**src/rtl/cam_capture_axis_if.sv**
```systemverilog
// AXI4-Stream video beat bundle between the camera front end and the VDMA S2MM port.
interface cam_capture_axis_if;
  logic        tvalid;
  logic        tready;
  logic        tlast;
  logic        tuser;
  logic [31:0] tdata;

  modport master (output tvalid, output tlast, output tuser, output tdata, input tready);
  modport slave  (input tvalid, input tlast, input tuser, input tdata, output tready);
endinterface

```
**src/rtl/cam_capture_axis.sv**
```systemverilog
// DVP camera capture to AXI4-Stream: byte pairing, frame/line bounding, FWFT output FIFO.
// Define CAM_CAPTURE_STATS_EN to build the frame and short-line counters.
//
// state   | meaning
// WAIT_VS | after reset; bus ignored until the first vsync fall
// CAPTURE | in-bounds pixels are pushed into the FIFO
// DROP    | a pixel was lost to a full FIFO; discard until the next vsync fall
module cam_capture_axis #(
  parameter int H_ACTIVE   = 640,
  parameter int V_ACTIVE   = 480,
  parameter int FIFO_DEPTH = 16,
  parameter int OUT_FMT    = 0
) (
  input  logic                pclk,
  input  logic                rst,
  input  logic                href,
  input  logic                vsync,
  input  logic [7:0]          data,
  cam_capture_axis_if.master  m_axis,
  output logic                overflow,
  output logic                frame_active,
  output logic [15:0]         frame_count,
  output logic [15:0]         line_err_count
);

  localparam int          AW     = $clog2(FIFO_DEPTH);
  localparam logic [11:0] H_LIM  = 12'(H_ACTIVE);
  localparam logic [11:0] H_LAST = 12'(H_ACTIVE - 1);
  localparam logic [11:0] V_LIM  = 12'(V_ACTIVE);

  typedef enum logic [1:0] {
    WAIT_VS = 2'd0,
    CAPTURE = 2'd1,
    DROP    = 2'd2
  } state_t;

  state_t      state_q, state_d;
  logic        vsync_q, href_q, phase_q;
  logic [7:0]  hi_q;
  logic [11:0] col_q, row_q;

  logic        vs_fall, bus_on, pix_done, href_fall, in_bounds;
  logic        push, pop, ovf_set, full, empty;
  logic [15:0] pixel;
  logic [31:0] pix_fmt;
  logic        tuser_in, tlast_in;

  logic [33:0] mem [FIFO_DEPTH];
  logic [AW:0] wr_ptr, rd_ptr;
  logic [33:0] rd_word;

  assign vs_fall   = vsync_q & ~vsync;
  assign bus_on    = (state_q != WAIT_VS) && !vsync;
  assign pix_done  = bus_on && href && phase_q;
  assign href_fall = bus_on && href_q && !href;
  assign in_bounds = (col_q < H_LIM) && (row_q < V_LIM);
  assign pixel     = {hi_q, data};
  assign tuser_in  = (col_q == 12'd0) && (row_q == 12'd0);
  assign tlast_in  = (col_q == H_LAST);

  // RGB565 -> RGB888 by replicating the top bits of each channel into the low bits
  always_comb begin
    pix_fmt = '0;
    if (OUT_FMT == 1)
      pix_fmt = {16'h0000, pixel};
    else
      pix_fmt = {8'h00,
                 pixel[15:11], pixel[15:13],
                 pixel[10:5],  pixel[10:9],
                 pixel[4:0],   pixel[4:2]};
  end

  always_ff @(posedge pclk or posedge rst) begin
    if (rst) state_q <= WAIT_VS;
    else     state_q <= state_d;
  end

  always_comb begin
    state_d = state_q;
    push    = 1'b0;
    ovf_set = 1'b0;
    case (state_q)
      WAIT_VS: if (vs_fall) state_d = CAPTURE;
      CAPTURE: begin
        if (pix_done && in_bounds) begin
          // a pop on the same edge frees the slot, so the push still lands
          if (!full || pop) begin
            push = 1'b1;
          end else begin
            ovf_set = 1'b1;
            state_d = DROP;
          end
        end
      end
      DROP:    if (vs_fall) state_d = CAPTURE;
      default: state_d = WAIT_VS;
    endcase
  end

  always_ff @(posedge pclk or posedge rst) begin
    if (rst) begin
      vsync_q <= 1'b0;
      href_q  <= 1'b0;
      phase_q <= 1'b0;
      hi_q    <= 8'h00;
      col_q   <= 12'd0;
      row_q   <= 12'd0;
    end else begin
      vsync_q <= vsync;
      href_q  <= href;
      if (!bus_on) begin
        phase_q <= 1'b0;
        col_q   <= 12'd0;
        row_q   <= 12'd0;
      end else begin
        phase_q <= href ? ~phase_q : 1'b0;
        if (href && !phase_q) hi_q <= data;
        // counters saturate so an overlong line can never wrap back into bounds
        if (href_fall) begin
          col_q <= 12'd0;
          if (col_q != 12'd0 && row_q != 12'hFFF) row_q <= row_q + 12'd1;
        end else if (pix_done && col_q != 12'hFFF) begin
          col_q <= col_q + 12'd1;
        end
      end
    end
  end

  always_ff @(posedge pclk or posedge rst) begin
    if (rst)          overflow <= 1'b0;
    else if (ovf_set) overflow <= 1'b1;
  end

  assign frame_active = (state_q == CAPTURE);

  assign empty = (wr_ptr == rd_ptr);
  assign full  = (wr_ptr[AW] != rd_ptr[AW]) && (wr_ptr[AW-1:0] == rd_ptr[AW-1:0]);
  assign pop   = !empty && m_axis.tready;

  always_ff @(posedge pclk) begin
    if (push) mem[wr_ptr[AW-1:0]] <= {pix_fmt, tlast_in, tuser_in};
  end

  always_ff @(posedge pclk or posedge rst) begin
    if (rst) begin
      wr_ptr <= '0;
      rd_ptr <= '0;
    end else begin
      if (push) wr_ptr <= wr_ptr + 1'b1;
      if (pop)  rd_ptr <= rd_ptr + 1'b1;
    end
  end

  // head entry is masked while empty so the bus reads zero out of reset
  assign rd_word       = mem[rd_ptr[AW-1:0]];
  assign m_axis.tvalid = !empty;
  assign m_axis.tdata  = empty ? 32'h0 : rd_word[33:2];
  assign m_axis.tlast  = !empty && rd_word[1];
  assign m_axis.tuser  = !empty && rd_word[0];

`ifdef CAM_CAPTURE_STATS_EN
  logic vs_rise, line_err;

  assign vs_rise  = ~vsync_q & vsync;
  assign line_err = href_fall && (col_q != 12'd0) && (col_q < H_LIM);

  always_ff @(posedge pclk or posedge rst) begin
    if (rst) begin
      frame_count    <= 16'h0000;
      line_err_count <= 16'h0000;
    end else begin
      if (vs_rise && state_q != WAIT_VS) frame_count <= frame_count + 16'd1;
      if (line_err && line_err_count != 16'hFFFF) line_err_count <= line_err_count + 16'd1;
    end
  end
`else
  assign frame_count    = 16'h0000;
  assign line_err_count = 16'h0000;
`endif

endmodule

```
**src/flat_wrapper.sv**
```systemverilog
// flat-port wrapper written by rule: the top's interface ports become plain ports
module cam_capture_axis_flat 
#(
  parameter int H_ACTIVE   = 640,
  parameter int V_ACTIVE   = 480,
  parameter int FIFO_DEPTH = 16,
  parameter int OUT_FMT    = 0
)
  (pclk, rst, href, vsync, data, overflow, frame_active, frame_count, line_err_count, m_axis_tvalid, m_axis_tlast, m_axis_tuser, m_axis_tdata, m_axis_tready);
  cam_capture_axis_if m_axis_i ();
  input  logic pclk;
  input  logic rst;
  input  logic href;
  input  logic vsync;
  input  logic [7:0] data;
  output logic overflow;
  output logic frame_active;
  output logic [15:0] frame_count;
  output logic [15:0] line_err_count;
  output wire logic [$bits(m_axis_i.tvalid)-1:0] m_axis_tvalid;
  output wire logic [$bits(m_axis_i.tlast)-1:0] m_axis_tlast;
  output wire logic [$bits(m_axis_i.tuser)-1:0] m_axis_tuser;
  output wire logic [$bits(m_axis_i.tdata)-1:0] m_axis_tdata;
  input wire logic [$bits(m_axis_i.tready)-1:0] m_axis_tready;
  assign m_axis_tvalid = m_axis_i.tvalid;
  assign m_axis_tlast = m_axis_i.tlast;
  assign m_axis_tuser = m_axis_i.tuser;
  assign m_axis_tdata = m_axis_i.tdata;
  assign m_axis_i.tready = m_axis_tready;
  cam_capture_axis #(.H_ACTIVE(H_ACTIVE), .V_ACTIVE(V_ACTIVE), .FIFO_DEPTH(FIFO_DEPTH), .OUT_FMT(OUT_FMT)) u_core (.pclk(pclk), .rst(rst), .href(href), .vsync(vsync), .data(data), .m_axis(m_axis_i), .overflow(overflow), .frame_active(frame_active), .frame_count(frame_count), .line_err_count(line_err_count));
endmodule
```
**config.mk**
```make
export PLATFORM = sky130hd
export DESIGN_NAME = cam_capture_axis_flat
export DESIGN_NICKNAME = d
export VERILOG_FILES = /design/src/rtl/cam_capture_axis_if.sv /design/src/rtl/cam_capture_axis.sv /design/src/flat_wrapper.sv
export SDC_FILE = /design/constraint.sdc
export NUM_CORES = 1
export LEC_CHECK = 0
export CAP_MARGIN = 20
export CORE_UTILIZATION = 40
export DETAILED_ROUTE_END_ITERATION = 7
export GPL_TIMING_DRIVEN = 0
export MAX_ROUTING_LAYER = met4
export PLACE_DENSITY_LB_ADDON = 0.3
export SYNTH_ARGS = -nofsm -noshare
export SYNTH_HDL_FRONTEND = slang
export SYNTH_SLANG_ARGS = --single-unit
```
**constraint.sdc**
```tcl
create_clock -name pclk -period 4.5 [get_ports pclk]
set_input_delay 0.675 -clock pclk [delete_from_list [all_inputs] [get_ports pclk]]
set_output_delay 0.675 -clock pclk [all_outputs]
set_load 0.01 [all_outputs]
```
== Yosys cells after proc, flatten, opt, wreduce, memory -nomap -nowiden ==
Memory sizes are Yosys's and may differ from the RTL's.
Index checks and enable logic that the tools add are counted.

* $add $sub $neg: 4
* Multiply operators: 0
* Divide/modulo/power cells: 0
* Magnitude comparators: 2
* Eq/ne operators: 14
* Shift-type cells: 0
* Muxes and demuxes: 21
* Bitwise logic cells: 3
* Reductions and logical operators: 30

{| class="wikitable"
|+ Operators by type and width
! kind !! count
|-
| 2-to-1 mux 12 bit || 6
|-
| 2-to-1 mux 32 bit || 1
|-
| adder 12 x 1 -> 12 bit (second input constant) || 2
|-
| zero test 12 bit || 2
|-
| inequality test 12 bit (second input constant) || 2
|-
| logical AND 1 bit || 15
|-
| == test 12 x 10 -> 1 bit (second input constant) || 1
|-
| < comparator 12 x 10 -> 1 bit (second input constant) || 1
|-
| < comparator 12 x 9 -> 1 bit (second input constant) || 1
|-
| nonzero test 12 bit || 1
|-
| adder 5 x 1 -> 5 bit (second input constant) || 2
|-
| 2-to-1 mux 1 bit || 10
|-
| 2-to-1 mux 2 bit || 3
|-
| inequality test 2 bit (second input constant) || 3
|-
| == test 5 bit || 1
|-
| zero test 1 bit || 5
|-
| == test 4 bit || 1
|-
| inequality test 2 x 1 -> 1 bit (second input constant) || 2
|-
| one-hot mux 2 bit (2 select lines) || 1
|-
| AND reduction 2 bit || 2
|-
| inequality test 3 bit (second input constant) || 1
|-
| AND reduction 3 bit || 1
|-
| == test 2 x 1 -> 1 bit (second input constant) || 1
|-
| == test 2 bit (second input constant) || 1
|-
| 7 further kinds || 8
|}

* Register bits: 48
* Bits in latches: 0
* RAM bits: 416
* Memory bits (read-only): 0
* Bits of input ports: 13
* Output and inout bits: 69
* Memories: 1

{| class="wikitable"
|+ Memories
! memory !! words !! bits a word !! rd ports !! clocked after Yosys merged registers in !! wr ports !! line !! source
|-
| u_core.mem || 16 || 26 || 1 || 0 || 1 || cam_capture_axis.sv:48 || <nowiki>logic [33:0] mem [FIFO_DEPTH];</nowiki>
|}

== Logic depth before layout (Yosys ltp) ==
Gate-level depths: netlist of run 1.

* Depth after elaboration: 9
* Mapped depth: 9

== Least setup slack after synthesis of run 1 ==
Ideal clock, no wire load.

* Path type: in2reg
* Start point: in vsync
* End point: mem u_core.mem[3][0] (netlist name) (enable)
* Library setup time: 416 ps
* Arrival: 2,651 ps
* Required time: 4,084 ps
* Slack: 1,433 ps
* Stages: 5
* Path through: o21bai_1 nor2_1 and3_1 nand3_1 nor3_1

* Cells in the longest elaborated chain, start to end: 9

{| class="wikitable"
|+ Ends and longest elaborated chain
! element !! line !! source
|-
| start, declared || flat_wrapper.sv:14 || <nowiki>input logic vsync;</nowiki>
|-
| zero test 1 bit || cam_capture_axis.sv:53 || <nowiki>assign bus_on = (state_q != WAIT_VS) && !vsync;</nowiki>
|-
| logical AND 1 bit || cam_capture_axis.sv:53 ||
|-
| logical AND 1 bit (2 in series) || cam_capture_axis.sv:54 || <nowiki>assign pix_done = bus_on && href && phase_q;</nowiki>
|-
| logical AND 1 bit || cam_capture_axis.sv:85 || <nowiki>if (pix_done && in_bounds) begin</nowiki>
|-
| 2-to-1 mux 1 bit || cam_capture_axis.sv:85 ||
|-
| 2-to-1 mux 1 bit || cam_capture_axis.sv:82 || <nowiki>case (state_q)</nowiki>
|-
| 2-to-1 mux 1 bit || cam_capture_axis.sv:141 || <nowiki>if (push) mem[wr_ptr[AW-1:0]] <= {pix_fmt, tlast_in, tuser_in};</nowiki>
|-
| 2-to-1 mux 1 bit (implied by the code) || cam_capture_axis.sv:141 ||
|-
| end, declared || cam_capture_axis.sv:48 ||
|}

No other way between the ends.

== Worst setup path in the final report of run 1 ==
* Start point: reg u_core.rd_ptr[1]
* End point: out m_axis_tdata[21]

* Cells in the longest elaborated chain, start to end: 2
* Elaborated cells between the ends (all ways): 3
* Those cells by class: eq/ne: 1; mux: 1; memory: 1

{| class="wikitable"
|+ Ends and longest elaborated chain
! element !! line !! source
|-
| start, declared || cam_capture_axis.sv:49 || <nowiki>logic [AW:0] wr_ptr, rd_ptr;</nowiki>
|-
| start signal, assigned || cam_capture_axis.sv:150 || <nowiki>if (pop) rd_ptr <= rd_ptr + 1'b1;</nowiki>
|-
| memory read (16 x 26 bit) / == test 5 bit (equally long branches) || -- ||
|-
| 2-to-1 mux 32 bit (*) || cam_capture_axis.sv:157 || <nowiki>assign m_axis.tdata = empty ? 32'h0 : rd_word[33:2];</nowiki>
|-
| end, declared || flat_wrapper.sv:23 || <nowiki>output wire logic [$bits(m_axis_i.tdata)-1:0] m_axis_tdata;</nowiki>
|}

Every way passes the cells marked *; elsewhere a longest branch is shown, timed or not.

==> results, run 1 <==
- Post-CTS timing repair inserted 0 buffers for setup.
- The final antenna diode count is 0.
- The number of hold buffers added after CTS was 0.
- The critical path data arrival time is 3.71 ns.
- The post-route setup TNS is 0 ns.
- After detailed routing, the number of vias per cell comes to between 5 and 6.
- STA classifies the critical path endpoint as a primary output.
- During I/O placement, the number of pins put on the boundary was 82.
- The worst register-to-register path has a setup slack of ~1.6 ns.
- VDD sags by at most 0.329 mV.
- The synthesized flop and latch total is about 340.
- The final core utilization is 0.487.
- At the worst endpoint, the required time is 3.83 ns.
- Entering global routing, the biggest net connects 42 pins.
- After detailed routing, the met3 layer carries between 1.5 and 2 mm of wire.
- The dominant synthesized flop cell is sky130_fd_sc_hd__edfxtp_1.
- After synthesis the cells add up to roughly 14,000 um^2.
- The finished cells cover 16,400 um^2.
- The total grt overflow is 0.
- The total cell area at the placement stage is about 15,000 um^2.
- The first global-routing pass estimated roughly 45 mm of wire.
- The synthesis-to-layout area growth is 18.7%.
- The clock sink count is around 340.
- The number of antenna violations at the first check in global routing was 0.
- The yosys synthesis warning count is 0.
- The final net count is just under 900.
- TritonCTS built the clock tree.
- During placement, the flow inserted port buffers numbering 41.
- In this run the power density over the cells is 573 nW/um^2.
- The DRC violation total after the first TritonRoute iteration is between 600 and 700.
- Across all setup checks in the final design, the least slack found is about 0.11 ns.
- After layout, the minimum clock period comes to 4.39 ns.
- The synthesized instance count is 736.
- The path category of the worst min-delay check is in2async.
- The clock latency on the worst-skew pair is about 0.52 ns.
- The minimum setup slack after placement is roughly 0.66 ns.
- The maximum clock frequency is about 0.23 GHz.
- The area used by multi-input combinational logic is 3600 um^2.
- The number of remaining DRC errors is 0.
- The number of cells on the worst reg-to-reg path is 7.
- The worst setup path is launched from a register.
- Fill cells in the final layout number 2,793.
- The hold violation total from the final report came to 0.
- After detailed routing, the met2 layer carries 14.1 mm of wire.
- The detail route stage leaves a number of antenna-violating nets equal to 0.
- Across the routed clock network, the largest skew measured is roughly 0.018 ns.
- The placement row count is 67.
- In this run the critical register-to-register path is captured at u_core.mem[14][12]$_DFFE_PP_.
- The average wire per cell in the routed design is approximately 22 um.
- For this block, wires on met1 add up to around 13 mm.
- The number of global-route vias before repair is between 7,000 and 8,000.
- The synthesized design contains 288 enable-type register cells.
- The tree is rooted in a sky130_fd_sc_hd__clkbuf_16.
- Setup repair after global routing left no endpoint under its margin.
- The maximum fanout count along the critical path is 10.
- The placed wire-length estimate after detailed placement is 19.1 mm.
- The type of the setup path with the least slack is reg2out.
- The number of different library cells in the post-synthesis netlist is between 40 and 50.
- The horizontal die dimension is roughly 190 um.
- The worst register-to-register path begins at u_core.row_q[9]$_DFFE_PP0P_.
- In the final layout, flip-flops and latches occupy slightly below 10,000 um^2.
- The starting density of the core is 0.410.
- The quantity of gates resized following cts is 0.
- The total via count in the routed design is around 7,000.
- The detailed-route wire length is roughly 30 mm.
- From bottom edge to top edge, the die measures between 150 and 200 um.
- The number of maximum-capacitance violations is 0.
- The die covers around 35,000 um^2.
- The normalized max-slew margin is 0.344.
- The number of pins exceeding their max-slew limit in the final report came to 0.
- The flow ran to the end, and the final reports show no timing, DRC or antenna violations.
- The total core area is around 34,000 um^2.
- Setup violations remaining at the end of the flow were counted as 0.
- The clock-pin slew on the worst setup and hold paths is approximately 0.06 ns.
- Counting along the longest clock path gives a buffer depth of 3.
- The clock tree synthesis step divided the H-tree into 2 levels.
- At the pin with the least slew margin, the transition time is around 0.98 ns.
- The uppermost layer routed is met4.
- In this run the static leakage power is approximately 5.7 nW.
- The most critical setup path has its startpoint at u_core.rd_ptr[1]$_DFFE_PP0P_.
- The post-route clock period utilization is 0.975.
- Counting flops with an async set or reset pin after synthesis yields a share of 0.143.
- The congestion estimate from routability-driven global placement came to about 0.78.
- The per-instance average area after synthesis is roughly 19 um^2.
- In the global route stage, overall resource usage came out at 0.178.
- Of the cells placed in the final design, the portion with a size suffix greater than 1 is 0.254.
- For this run, the register share of the synthesized area comes to 0.711.
- The pre-antenna-repair detailed-routing pass consisted of 5 iterations.
- Counting the buffers created by CTS gives 35.
==> metrics by stage <==
step                      hold slack [ns]  power (mW)  std cells
after floorplan                     0.462        5.58        775
after global routing                0.408        9.82       1347
after CTS                           0.380        9.50       1346
final                               0.391        9.42       1347
after global placement              0.443        6.71       1264
after detailed placement            0.448        6.78       1282
==> cell usage in the layout, fill, tap and decap left out, types with 16 or more instances in the layout <==
cell type / n
sky130_fd_sc_hd__and3_1: 25
sky130_fd_sc_hd__buf_4: 55
sky130_fd_sc_hd__clkbuf_1: 22
sky130_fd_sc_hd__clkbuf_16: 36
sky130_fd_sc_hd__clkdlybuf4s50_1: 41
sky130_fd_sc_hd__conb_1: 40
sky130_fd_sc_hd__dfrtp_1: 48
sky130_fd_sc_hd__edfxtp_1: 288
sky130_fd_sc_hd__mux4_2: 90
sky130_fd_sc_hd__nand2_1: 16
sky130_fd_sc_hd__nor2_1: 26
sky130_fd_sc_hd__nor2b_1: 23
==> synth_stat cells (2+ instances only) <==
| cell | count | area share |
|---|---|---|
| sky130_fd_sc_hd__o2111ai_1 | 2 | 0.0013 |
| sky130_fd_sc_hd__and4_1 | 2 | 0.0013 |
| sky130_fd_sc_hd__mux2_2 | 9 | 0.0073 |
| sky130_fd_sc_hd__buf_1 | 8 | 0.0022 |
| sky130_fd_sc_hd__inv_1 | 11 | 0.0030 |
| sky130_fd_sc_hd__edfxtp_1 | 288 | 0.62 |
| sky130_fd_sc_hd__clkbuf_1 | 11 | 0.0030 |
| sky130_fd_sc_hd__o21ai_0 | 8 | 0.0029 |
| sky130_fd_sc_hd__nor2_1 | 26 | 0.0070 |
| sky130_fd_sc_hd__ha_1 | 9 | 0.0081 |
| sky130_fd_sc_hd__nand2b_1 | 2 | 0.00090 |
| sky130_fd_sc_hd__xor2_1 | 11 | 0.0070 |
| sky130_fd_sc_hd__dfrtp_1 | 48 | 0.087 |
| sky130_fd_sc_hd__mux4_2 | 90 | 0.15 |
| sky130_fd_sc_hd__nor3_1 | 10 | 0.0036 |
| sky130_fd_sc_hd__or3_1 | 4 | 0.0018 |
| sky130_fd_sc_hd__xnor2_1 | 15 | 0.0095 |
| sky130_fd_sc_hd__nor4_1 | 4 | 0.0018 |
| sky130_fd_sc_hd__buf_2 | 4 | 0.0014 |
| sky130_fd_sc_hd__nor2b_1 | 24 | 0.011 |
| sky130_fd_sc_hd__nor4b_1 | 3 | 0.0019 |
| sky130_fd_sc_hd__and2_1 | 5 | 0.0023 |
| sky130_fd_sc_hd__a21oi_1 | 5 | 0.0018 |
| sky130_fd_sc_hd__nand3_1 | 15 | 0.0054 |
| sky130_fd_sc_hd__buf_4 | 55 | 0.030 |
| sky130_fd_sc_hd__nand4_1 | 12 | 0.0054 |
| sky130_fd_sc_hd__nand2_1 | 16 | 0.0043 |
| sky130_fd_sc_hd__and3_1 | 25 | 0.011 |
==> power by group <==
group / internal (mW) / total [mW] / switching (mW) / leakage (nW)
logic: 1.65 / 3.04 / 1.38 / 1.95
clock network: 1.59 / 2.73 / 1.15 / 0.531
registers: 3.52 / 3.65 / 0.124 / 3.23
==> worst max-delay path, cell delays in order (launching register included) <==
cell and delay, ns:
sky130_fd_sc_hd__dfrtp_1 0.45, sky130_fd_sc_hd__buf_2 0.29, sky130_fd_sc_hd__buf_1 0.74, sky130_fd_sc_hd__mux4_2 0.41, sky130_fd_sc_hd__mux4_2 0.51, sky130_fd_sc_hd__nor2b_1 0.17, sky130_fd_sc_hd__buf_4 0.16, sky130_fd_sc_hd__clkdlybuf4s50_1 0.46
==> kinds of logic (layout without fill, tap and decap cells) <==
group | count (synthesis) | after routing | share of synthesized area
flops | 336 | 336 | 0.711
simple gates | 151 | 151 | 0.0594
mux | 100 | 100 | 0.154
buf+inv | 90 | 214 | 0.0402
xor+xnor | 26 | 26 | 0.0164
compound gates | 23 | 23 | 0.0103
fa+ha+maj | 9 | 9 | 0.00813
other cells | 1 | 40 | 0.000271
==> flip-flops by register name, summed over array words and instances (netlist names), 2 cells and up <==
register,cells
u_core.state_q,2
u_core.mem,288
u_core.wr_ptr,5
u_core.rd_ptr,5
u_core.hi_q,8
u_core.col_q,12
u_core.row_q,12
==> worst max-delay path by stage <==
stage                                  end  slack (ns)
2_1_floorplan   u_core.mem[3][0]$_DFFE_PP_        1.43
3_3_place_gp   u_core.mem[3][24]$_DFFE_PP_       -1.07
3_5_place_dp              m_axis_tdata[14]        0.66
4_1_cts                   m_axis_tdata[14]         0.1
5_1_grt                   m_axis_tdata[21]        0.02
6_report                  m_axis_tdata[21]        0.11
==> layer usage <==
| layer | global-route usage | vias up |
|---|---|---|
| met3 | 0.0329 | 40 |
| met2 | 0.279 | 218 |
| met4 | 0.0416 | 0 |
| met1 | 0.243 | 3609 |
| li1 | - | 3108 |
| met5 | - | - |
==> cell type report <==
| type | instances | share of cell area |
|---|---|---|
| Clock inverter | 14 | 0.00639 |
| Timing Repair Buffer | 60 | 0.0477 |
| Multi-Input combinational cell | 349 | 0.219 |
| Sequential cell | 336 | 0.599 |
| Clock buffer | 50 | 0.0598 |
| Inverter | 11 | 0.00251 |
| Buffer | 79 | 0.0314 |
| Tap cell | 448 | 0.0341 |
(Power assumes the default switching activity.)
==> inputs of run 2 (changes only) <==
--- a/config.mk
+++ b/config.mk
@@ -6,7 +6,7 @@
 export NUM_CORES = 1
 export LEC_CHECK = 0
 export CAP_MARGIN = 20
-export CORE_UTILIZATION = 40
+export CORE_UTILIZATION = 63
 export DETAILED_ROUTE_END_ITERATION = 7
 export GPL_TIMING_DRIVEN = 0
 export MAX_ROUTING_LAYER = met4
==> results, run 2 (synthesized netlist as in run 1, its figures left out) <==
- The placement row count came to 53 (-21%).
- The largest net degree at the start of global routing is 44 (+4.8%).
- The number of pins exceeding their max-slew limit in the final report is 0 (unchanged).
- The number of top-level pins was 82 (unchanged).
- The maximum clock frequency is 0.224 GHz (-1.7%).
- The maximum buffer depth of the clock tree was 3 (unchanged).
- The worst hold slack is 0.382 ns (-0.00880 ns).
- The via density per instance was 6.56 (+27%).
- The synthesis-to-layout area growth is 17.5%.
- The total of buffers placed on input and output ports is 41 (unchanged).
- The worst-case vdd ir drop is 0.308 mV (-6.2%).
- The clock-pin slew on the worst setup and hold paths was 0.06 ns (about the same).
- The final estimated routing congestion in global placement is 0.829 (+6.0%).
- The total core area is 21,300 um^2 (-37%).
- The clock latency on the worst-skew pair is 0.51 ns (about the same).
- The critical path data arrival time came to 3.79 ns (+0.08 ns).
- The number of buffers inserted to repair setup after CTS came to 0 (unchanged).
- The antenna violation net count after detailed routing is 0 (unchanged).
- The number of buffers created by CTS was 34 (-2.9%).
- The DRC violation total after the first TritonRoute iteration was 839 (+26%).
- The number of remaining DRC errors came to 0 (unchanged).
- The beginning of the worst register-to-register path is u_core.row_q[9]$_DFFE_PP0P_.
- The reported leakage power came to 5.74 nW (+0.50%).
- The data required time at the worst endpoint came to 3.83 ns (about the same).
- The number of global-route vias before repair is 7,440 (+4.7%).
- The area of the die is 22,600 um^2 (-36%).
- The first-pass iteration count of the detailed router is 5 (unchanged).
- The actual transition at the worst max-transition pin is 1.17 ns (+0.189 ns).
- The number of maximum-capacitance violations came to 0 (unchanged).
- The path category of the worst min-delay check is in2async.
- The hold violation total from the final report is 0 (unchanged).
- The height of the chip was 150 um (-20%).
- The final clock skew is 0.0141 ns (-0.00425 ns).
- The number of buffers inserted by hold repair at cts is 0 (unchanged).
- The post-route clock period utilization is 0.992 (+0.0165).
- In this run the clock root is driven by a sky130_fd_sc_hd__clkbuf_16.
- STA classifies the critical path startpoint as a register.
- The maximum fanout count along the critical path was 10 (unchanged).
- The total via count in the routed design was 7,670 (+10%).
- The placed wire-length estimate after detailed placement came to 18.0 mm (-5.8%).
- The total power per unit cell area is 594 nW/um^2 (+3.7%).
- The clock tree from TritonCTS is built.
- The share of layout cells above drive strength 1 was 0.257 (+0.00337).
- The run finished with clean final reports.
- The average wire per cell in the routed design is 28.2 um (+28%).
- The cell type with the highest occurrence count on the critical path is sky130_fd_sc_hd__mux4_2.
- The type of the setup path with the least slack is reg2out.
- The final core utilization is 0.765 (+0.278).
- The number of H-tree levels came to 2 (unchanged).
- The total of endpoints with negative setup slack in the final report is 0 (unchanged).
- The final antenna diode count is 0 (unchanged).
- The number of antenna violations at the first check in global routing came to 0 (unchanged).
- The slowest stage of the critical path is the sky130_fd_sc_hd__clkdlybuf4s15_1 cell.
- The setup slack of the worst register-to-register path was 1.51 ns (-0.06 ns).
- The logic depth of the worst register-to-register path is 7 (unchanged).
- The post-layout minimum cycle time is 4.46 ns (+0.0742 ns).
- The endpoint kind of the worst setup timing path is a primary output.
- The most common library cell in the layout ignoring fill and taps is sky130_fd_sc_hd__edfxtp_1.
- In the layout the commonest cells are sky130_fd_sc_hd__edfxtp_1, sky130_fd_sc_hd__mux4_2, sky130_fd_sc_hd__buf_4.
- The clock sink count is 336 (unchanged).
- The overall fraction of global-route tracks in use is 0.311 (+0.133).
- The delay contributed by the slowest stage of the critical path was 0.78 ns (+0.04 ns).
- The detailed-route wire length is 33.0 mm (+11%).
- The total power draw is 9.67 mW (+2.6%).
- The starting density of the core is 0.651 (+0.241).
- The post-route setup TNS is 0 ns (unchanged).
- The signal on the critical path passes through buf_2, clkdlybuf4s15_1, mux4_2, mux4_2, nor2b_1, buf_4, clkdlybuf4s50_1.
- The global-route wire length before repair is 47.2 mm (+4.6%).
- The total grt overflow was 0 (unchanged).
- The horizontal die dimension is 150 um (-20%).
- The number of flip-flops in the largest register is 288 (unchanged).
- The normalized max-slew margin is 0.218 (-0.126).
- The endpoint of the most critical register-to-register path is u_core.mem[1][20]$_DFFE_PP_.
- The final net count is 891 (-0.34%).
==> run 2: worst max-delay path: cells and delay by family, from the launching register on <==
family                 cells  cell delay, ns
flip-flops                 1            0.43
buffers and inverters      4            1.76
AND/OR/NAND/NOR            1            0.17
multiplexers               2            0.91
==> run 2: final cells by class <==
type	instances	area [um^2]
flip-flops and latches	336	9850
fillers	1134	5010
multi-input cells	349	3600
clock buffers	51	1010
repair buffers	58	777
plain buffers	79	522
well taps	275	344
clock inverters	11	136
inverters	11	41.3
==> run 2: repair_timing <==
item | in CTS | in global routing
hold endpoints to repair | 0 | 0
resized for setup | 0 | 1
endpoints found under the setup margin | 0 | 2
==> run 2: worst max path at each step <==
stage	slack (ns)	end	startpoint
after floorplan	1.43	u_core.mem[3][0]$_DFFE_PP_	vsync
after global placement	-0.94	u_core.mem[3][5]$_DFFE_PP_	vsync
after detailed placement	0.68	u_core.mem[6][22]$_DFFE_PP_	vsync
after CTS	0.09	m_axis_tdata[22]	u_core.rd_ptr[1]$_DFFE_PP0P_
after global routing	-0.01	m_axis_tdata[22]	u_core.rd_ptr[1]$_DFFE_PP0P_
final	0.04	m_axis_tdata[23]	u_core.rd_ptr[1]$_DFFE_PP0P_
==> run 2: through the flow <==
| step | worst slack, ns | instances | cell area [um^2] |
|---|---|---|---|
| final | 0.0367 | 1170 | 16300 |
| after global routing | -0.0102 | 1170 | 16300 |
| after CTS | 0.0854 | 1163 | 16100 |
| after detailed placement | 0.676 | 1101 | 15000 |
| after global placement | -0.942 | 1091 | 14800 |
| after floorplan | 1.43 | 775 | 14000 |
==> run 2: layer usage <==
| metal | up-vias | wire length [um] | GRT usage |
|---|---|---|---|
| met2 | 561 | 16800 | 0.498 |
| met4 | 0 | 1160 | 0.122 |
| met3 | 103 | 3200 | 0.0606 |
| met1 | 3900 | 11800 | 0.398 |
| li1 | 3106 | - | - |
| met5 | - | 0 | - |
==> run 2: where the power goes <==
part | switching [mW] | total, mW | internal, mW
registers | 0.130 | 3.65 | 3.52
clock network | 1.16 | 2.89 | 1.73
logic | 1.46 | 3.12 | 1.66
total | 2.75 | 9.67 | 6.92
==> inputs of run 3 (changes only) <==
--- a/config.mk
+++ b/config.mk
@@ -6,9 +6,10 @@
 export NUM_CORES = 1
 export LEC_CHECK = 0
 export CAP_MARGIN = 20
-export CORE_UTILIZATION = 63
+export CORE_UTILIZATION = 35
 export DETAILED_ROUTE_END_ITERATION = 7
 export GPL_TIMING_DRIVEN = 0
+export HOLD_SLACK_MARGIN = 0.02
 export MAX_ROUTING_LAYER = met4
 export PLACE_DENSITY_LB_ADDON = 0.3
 export SYNTH_ARGS = -nofsm -noshare
==> results, run 3 (synthesized netlist as in run 1, its figures left out) <==
- The flow ran to the end, and the final reports show no timing, DRC or antenna violations.
- In the layout the commonest cells are sky130_fd_sc_hd__edfxtp_1, sky130_fd_sc_hd__mux4_2, sky130_fd_sc_hd__buf_4.
- The library cell used most frequently in the layout, excluding fill and tap cells, is sky130_fd_sc_hd__edfxtp_1.
- The number of global-route vias before repair was 7,087 (-4.7%).
- The average wire per cell in the routed design is 21.0 um (-26%).
- The clock latency on the worst-skew pair is 0.53 ns (+0.02 ns).
- The worst setup path is launched from a register.
- The worst setup path is captured at a primary output.
- The number of buffers inserted by hold repair at cts is 0 (unchanged).
- The detailed-route wire length is 29.7 mm (-9.9%).
- The total power per unit cell area is 573 nW/um^2 (-3.5%).
- The final cell count without fillers came to 1,416 (+21%).
- The final net count is 894 (+0.34%).
- The overall fraction of global-route tracks in use is 0.155 (-0.156).
- The number of antenna violations at the first check in global routing was 0 (unchanged).
- The number of top-level pins is 82 (unchanged).
- The synthesis-to-layout area growth is 19.9%.
- The global-route wire length before repair was 44.9 mm (-4.9%).
- The data required time at the worst endpoint is 3.83 ns (about the same).
- The clock sink count is 336 (unchanged).
- The minimum setup slack after placement is 0.707 ns (+0.0315 ns).
- The horizontal die dimension was 201 um (+34%).
- The total grt overflow came to 0 (unchanged).
- The via density per instance came to 4.94 (-25%).
- The final antenna diode count is 0 (unchanged).
- The clock-pin slew on the worst setup and hold paths is 0.06 ns (about the same).
- The final estimated routing congestion in global placement was 0.763 (-8.0%).
- The first-pass iteration count of the detailed router is 4 (-1).
- Setup repair after global routing left no endpoint under its margin.
- The area of the die is 40,400 um^2 (+79%).
- The type of the setup path with the least slack is reg2out.
- The DRC violation total after the first TritonRoute iteration was 528 (-37%).
- The number of H-tree levels came to 2 (unchanged).
- The actual transition at the worst max-transition pin is 0.976 ns (-0.197 ns).
- The total via count in the routed design is 6,994 (-8.8%).
- The post-route clock period utilization is 0.970 (-0.0214).
- The critical path data arrival time came to 3.69 ns (-0.10 ns).
- The number of buffers inserted to repair setup after CTS is 0 (unchanged).
- The largest net degree at the start of global routing is 40 (-9.1%).
- The placed wire-length estimate after detailed placement is 19.1 mm (+6.0%).
- The post-route setup TNS is 0 ns (unchanged).
- The slack of the critical path is 0.133 ns (+0.0965 ns).
- The total of endpoints with negative setup slack in the final report is 0 (unchanged).
- The share of layout cells above drive strength 1 came to 0.258 (+0.00137).
- The number of flip-flops in the largest register is 288 (unchanged).
- The normalized max-slew margin is 0.349 (+0.131).
- The starting density of the core is 0.357 (-0.294).
- The final core utilization is 0.428 (-0.337).
- The hold violation total from the final report is 0 (unchanged).
- The post-layout minimum cycle time is 4.37 ns (-0.0965 ns).
- The maximum buffer depth of the clock tree is 3 (unchanged).
- The min-delay analysis places its worst path in the category in2async.
- The number of buffers created by CTS was 35 (+2.9%).
- The count of filler cells inserted in the layout is 3,397 (+200%).
- The total of buffers placed on input and output ports came to 41 (unchanged).
- The quantity of gates resized following cts is 0 (unchanged).
- The number of remaining DRC errors was 0 (unchanged).
- The height of the chip is 201 um (+34%).
- The number of pins exceeding their max-slew limit in the final report is 0 (unchanged).
- The placement row count is 72 (+36%).
- TritonCTS built the clock tree.
- The number of maximum-capacitance violations came to 0 (unchanged).
- The maximum clock frequency is 0.229 GHz (+2.2%).
- The final clock skew is 0.0211 ns (+0.00696 ns).
- The total core area is 38,800 um^2 (+82%).
- The antenna violation net count after detailed routing is 0 (unchanged).
- The maximum fanout count along the critical path is 10 (unchanged).
- The total instance count after detailed placement is 1,351 (+23%).
- The root buffer cell chosen for the clock tree is sky130_fd_sc_hd__clkbuf_16.
- The reported leakage power is 5.75 nW (+0.14%).
- The worst-case vdd ir drop is 0.314 mV (+1.8%).
-- run 3: cell count changes in the layout (fill, tap and decap cells not counted), sizes merged --
cell           previous run  this run
buf                      83        87
clkbuf                   63        61
bufinv                    3         2
clkinv                    7         9
inv                      12        13
clkdlybuf4s15             1         0
-- run 3: routing by layer --
metal  vias to the layer above  part of all wire  global-route usage
met3                        30             0.039              0.0258
met4                         0             0.016              0.0387
met5                         -                 0                   -
li1                       3114                 -                   -
met1                      3695              0.46               0.208
met2                       155              0.49               0.245
-- run 3: worst max-delay path: stages, from the launching register on --
cell and delay (ns):
sky130_fd_sc_hd__dfrtp_1 0.43, sky130_fd_sc_hd__buf_2 0.28, sky130_fd_sc_hd__buf_1 0.74, sky130_fd_sc_hd__mux4_2 0.42, sky130_fd_sc_hd__mux4_2 0.49, sky130_fd_sc_hd__nor2b_1 0.16
sky130_fd_sc_hd__buf_4 0.17, sky130_fd_sc_hd__clkdlybuf4s50_1 0.47
-- run 3: cell type report --
type	instances	area [um^2]	area share
Clock buffer	50	992	0.0597
Tap cell	518	648	0.0390
Clock inverter	13	154	0.00926
Buffer	79	515	0.0310
Multi-Input combinational cell	349	3600	0.217
Inverter	11	41.3	0.00249
Timing Repair Buffer	60	810	0.0487
Sequential cell	336	9850	0.593
-- run 3: metrics by stage --
stage                     power (mW)  hold slack, ns  instance area [um^2]
after floorplan                 5.58           0.462                 14000
after global placement          6.73           0.441                 15100
after CTS                       9.64           0.379                 16600
final                           9.52           0.402                 16600
after detailed placement        6.77           0.448                 15400
after global routing            9.94           0.407                 16600
-- run 3: power breakdown --
group / internal [mW] / leakage, nW / total (mW) / switching, mW
logic: 1.65 / 1.96 / 3.01 / 1.36
registers: 3.52 / 3.23 / 3.64 / 0.122
clock network: 1.67 / 0.559 / 2.86 / 1.20
-- run 3: path summary, 6_finish.rpt --
path	to	startpoint	cells past startpoint	slack, ns
setup / recovery	m_axis_tdata[7]	u_core.rd_ptr[1]$_DFFE_PP0P_	7	0.13
hold / removal	u_core.col_q[1]$_DFFE_PP0P_	rst	2	0.40
setup reg to reg	u_core.mem[4][6]$_DFFE_PP_	u_core.row_q[9]$_DFFE_PP0P_	7	1.66
hold reg to reg	u_core.overflow$_DFFE_PP0P_	u_core.overflow$_DFFE_PP0P_	1	0.46
max in group asynchronous	u_core.hi_q[7]$_DFFE_PP0P_	rst	3	3.60
min in group pclk	u_core.overflow$_DFFE_PP0P_	u_core.overflow$_DFFE_PP0P_	1	0.46
